==> config.mk <==
export PLATFORM = sky130hd
export DESIGN_NAME = pipe_reg_elastic
export DESIGN_NICKNAME = d
export VERILOG_FILES = /design/src/rtl/pipe_reg_elastic.sv
export SDC_FILE = /design/constraint.sdc
export NUM_CORES = 1
export LEC_CHECK = 0
export BUFFER_PORTS_ARGS = -buffer_cell sky130_fd_sc_hd__buf_4
export CAP_MARGIN = 20
export CORE_ASPECT_RATIO = 0.6
export CORE_MARGIN = 8
export CORE_UTILIZATION = 43
export DETAILED_ROUTE_END_ITERATION = 8
export GPL_TIMING_DRIVEN = 0
export HOLD_SLACK_MARGIN = 0.15
export MAX_ROUTING_LAYER = met4
export PLACE_DENSITY = 0.77
export SLEW_MARGIN = 20
export SYNTH_ARGS = -nofsm -noshare
export SYNTH_HDL_FRONTEND = slang
export SYNTH_SLANG_ARGS = --single-unit
==> constraint.sdc <==
create_clock -name clk -period 1.4 [get_ports clk]
set_input_delay 0.21 -clock clk [delete_from_list [all_inputs] [get_ports clk]]
set_output_delay 0.21 -clock clk [all_outputs]
set_load 0.02 [all_outputs]
==> src/rtl/pipe_reg_elastic.sv <==
// pipe_reg_elastic: chain of skid-buffered valid/ready stages with flush and occupancy count
module pipe_reg_elastic #(
  parameter int WIDTH = 32,
  parameter int DEPTH = 1,
  parameter logic [WIDTH-1:0] RESET_VALUE = '0,
  localparam int CW = $clog2(2*DEPTH+1)
) (
  input  logic             clk,
  input  logic             rst,
  input  logic             flush,
  input  logic             in_valid,
  input  logic [WIDTH-1:0] in_data,
  output logic             in_ready,
  output logic             out_valid,
  output logic [WIDTH-1:0] out_data,
  input  logic             out_ready,
  output logic [CW-1:0]    count
);
  logic [WIDTH-1:0] m [DEPTH];
  logic [WIDTH-1:0] s [DEPTH];
  logic [WIDTH-1:0] din [DEPTH+1];
  logic [DEPTH-1:0] m_v, s_v, m_v_n, s_v_n, t_in, t_out;
  logic [DEPTH:0] vin, rdy;
  logic [CW-1:0] cnt_n;
  assign vin = {m_v, in_valid};
  assign rdy = {out_ready, ~s_v};
  assign out_valid = m_v[DEPTH-1];
  assign out_data = m[DEPTH-1];
  always_comb begin
    t_in = '0;
    t_out = '0;
    m_v_n = '0;
    s_v_n = '0;
    cnt_n = '0;
    din[0] = in_data;
    for (int k = 0; k < DEPTH; k++) begin
      din[k+1] = m[k];
      t_in[k] = vin[k] & rdy[k];
      t_out[k] = m_v[k] & rdy[k+1];
      m_v_n[k] = ~flush & (t_in[k] | s_v[k] | (m_v[k] & ~t_out[k]));
      s_v_n[k] = ~flush & (s_v[k] ? ~t_out[k] : (m_v[k] & t_in[k] & ~t_out[k]));
      cnt_n = cnt_n + CW'(m_v_n[k]) + CW'(s_v_n[k]);
    end
  end
  // in_ready gets its own flop so the upstream ready path starts at a register
  always_ff @(posedge clk or negedge rst)
    if (!rst) begin
      for (int k = 0; k < DEPTH; k++) begin
        m[k] <= RESET_VALUE;
        s[k] <= RESET_VALUE;
      end
      m_v <= '0;
      s_v <= '0;
      count <= '0;
      in_ready <= 1'b1;
    end else begin
      m_v <= m_v_n;
      s_v <= s_v_n;
      count <= cnt_n;
      in_ready <= ~s_v_n[0];
      for (int k = 0; k < DEPTH; k++)
        if (!flush) begin
          if (t_in[k] && (!m_v[k] || t_out[k])) m[k] <= din[k];
          else if (s_v[k] && t_out[k]) m[k] <= s[k];
          if (t_in[k] && m_v[k] && !t_out[k]) s[k] <= din[k];
        end
    end
endmodule
==> impl_results.md <==
- Status: complete, but fails checks
- Failing checks: setup timing
- Minimum clock period after layout: 1538 ps
- Antenna viol nets, final: 0
- Layout cells sized above 1: 51.51%
- Largest net degree at the start of global routing: 70
- Period utilization: 109.9%
- Worst hold path class: primary input to register
- Internal power: 5.128 mW
- Final Setup Violations: 65
- Leakage power: 2.380 nW
- Setup slack after layout: -138.4 ps
- WS Path Type: register to register
- Gpl congestion: 0.7932
- Vias in the first global route: 3007
- Worst slew pin tran: 874.9 ps
- Total number of vias: 2734
- Achievable Freq: 650.0 MHz
- # IOs: 73
- Initial core utilization: 44.19%
- Drt initial violations: 152
- Worst R2R Setup Slack: -140 ps
- Clk root buf: clkbuf_16
- Gr usage total: 18.26%
- TritonCTS buffer count: 9
- Yosys Warn Count: 0
- Clock share of power: 30.6%
- Clk sinks: 69
- Worst Setup Start Kind: register
- Hpwl dp: 6.098 mm
- R2R depth: 6
- Switching power total: 2.089 mW
- Logic pwr share: 29.6%
- WHS Path Cells: 2
- Drt pass-1 iters: 4
- Vias per inst: 5.403
- Power, Total: 7.217 mW
- Clock transition at path regs: 60 ps
- CP Data Required Time: 1620 ps
- Global route overflow: 0
- Cell type with the largest total area after synthesis: dfrtp_1
- Pins Over Slew Limit: 0
- Crit. End Element: register
- First-pass GRT wire length: 16.11 mm
- Pre-CTS WS: -208.2 ps
- CTS tree: done
- CTS max path bufs: 2
- DRC viols: 0
- Mean Syn Cell Area: 12.90 µm²
- Area growth syn-to-layout: 51.21%
- PwrDens: 1376 mW/mm²
- Post-Synthesis Cells: 269
- Die Footprint: 0.01129 mm²
- Inserted Diodes: 0
- Max-cap violations: 0
- Routed WL: 10.03 mm
- Syn Nets: 307
- Reg power frac: 39.8%
- Die width: 132.0 µm
- Slew HR: 41.68%
- Most common cell after layout, fill and taps aside: buf_4
- Drt wl/cell: 19.81 µm
- Worst Skew: 6.195 ps
- Max FO, Critical Path: 8
- Final Hold Fails: 0
- Sequential share of the synthesized area: 49.80%
- Top cell type's share of synthesized area: 49.04%
- Max VDD drop: 0.8433 mV
- Core ar.: 0.007851 mm²
- Rows: 25
- Synth Register Bits: 69
- Port bufs: 72
- Die Ht: 85.58 µm
- Layout fillers: 550
- H-tree depth: 3
- Switching share of power: 28.95%
- Clk_lat worst skew: 330 ps
- Netlist cell types: 24
- Worst EP arrival: 1760 ps
- Most frequent cells in the layout: buf_4, dfrtp_1, nor2_1, dlygate4sd3_1, o221a_4
- Synthesized cell area: 0.003470 mm²
- RSZ-0062 raised after global routing: true
- Final nets: 431
- Antenna violations before repair: 0
- Setup TNS: -7188 ps
- Synth top area cells: dfrtp_1, mux2_4, o221a_2
==> final timing paths <==
check,end,start
setup / recovery,out_data[20]$_DFFE_PN0P_,s_v$_DFF_PN0_
hold / removal,out_data[15]$_DFFE_PN0P_,in_data[15]
setup reg to reg,out_data[20]$_DFFE_PN0P_,s_v$_DFF_PN0_
hold reg to reg,s[0]$_DFFE_PN0P_,s[0]$_DFFE_PN0P_
max in group asynchronous,out_valid$_DFF_PN0_,rst
min in group asynchronous,s[14]$_DFFE_PN0P_,rst
==> synthesized netlist by cell type <==
| master | n |
|---|---|
| buf_4 | 1 |
| nor3b_2 | 1 |
| mux2_2 | 2 |
| a211o_1 | 1 |
| mux2_4 | 30 |
| nor2_1 | 34 |
| ha_1 | 1 |
| nand2_1 | 1 |
| buf_2 | 11 |
| dfrtp_1 | 68 |
| nor4bb_1 | 17 |
| o221a_2 | 32 |
| mux2i_1 | 1 |
| buf_12 | 3 |
| o21ai_1 | 1 |
| inv_1 | 1 |
| dfstp_2 | 1 |
| a21oi_1 | 2 |
| and4bb_2 | 15 |
| o21ai_0 | 31 |
| buf_6 | 2 |
| nand2b_1 | 2 |
| clkbuf_1 | 9 |
| clkbuf_2 | 2 |
==> power by group through the flow <==
stage / Clock, mW / Combinational [mW] / Sequential (mW)
floorplan: 0 / 0.851 / 3.04
global placement: 0 / 1.76 / 2.81
detailed placement: 0 / 1.79 / 2.83
CTS: 2.26 / 2.04 / 2.83
global route: 2.34 / 2.27 / 2.93
finish: 2.21 / 2.13 / 2.87
==> kinds of logic after synthesis <==
kind of cell | after synthesis | share of synthesized area [%]
simple gates | 70 | 14.82
fa+ha+maj | 1 | 0.3606
buf+inv | 29 | 5.553
compound gates | 67 | 15.54
mux | 33 | 13.92
flops | 69 | 49.80
==> repair_timing <==
item / CTS / global route
pin swaps: 1 / 2
hold buffers: 33 / 0
gates resized for setup: 42 / 18
buffers inserted: 4 / 2
cloned: 3 / 1
hold endpoints to repair: 100 / 0
setup endpoints to repair: 62 / 66
==> layout make-up <==
class	count	area (µm²)	area share, %
flip-flops and latches	69	1729	32.96
clock buffers	13	280.3	5.342
clock inverters	3	17.52	0.3339
plain buffers	26	212.7	4.054
repair buffers	115	994.7	18.96
multi-input cells	171	1873	35.70
well taps	108	135.1	2.576
inverters	1	3.754	0.07155
==> state kept, by name (all words and copies together), names as in the netlist <==
signal / count
out_data: 32
in_ready: 1
count: 2
out_valid: 1
s: 32
s_v: 1
==> metrics by stage <==
stage | util (%) | hold WS [ps] | area [µm²] | cells
final | 66.82 | 191.6 | 5246 | 506
after global routing | 66.82 | 180.6 | 5246 | 506
after CTS | 64.89 | 183.4 | 5095 | 504
after detailed placement | 53.13 | 384.1 | 4172 | 449
after global placement | 53.13 | 379.4 | 4172 | 449
after floorplan | - | -85.59 | 3496 | 269
==> metal layers <==
metal	part of all wire [%]	global-route usage [%]	vias up	wire length (µm)
li1	-	-	1280	-
met1	50	23.79	1363	4967
met2	45	26.69	81	4490
met3	4.5	5.601	10	451
met4	1.2	5.699	0	116
met5	0	-	-	0
==> worst max-delay path, stage by stage (launching register included) <==
cell	delay, ps
dfrtp_1	370
buf_6	140
nor3b_4	240
buf_6	150
nand2_8	90
clkbuf_16	180
o221a_4	250
No activity file was read; power rests on OpenSTA's default activity.
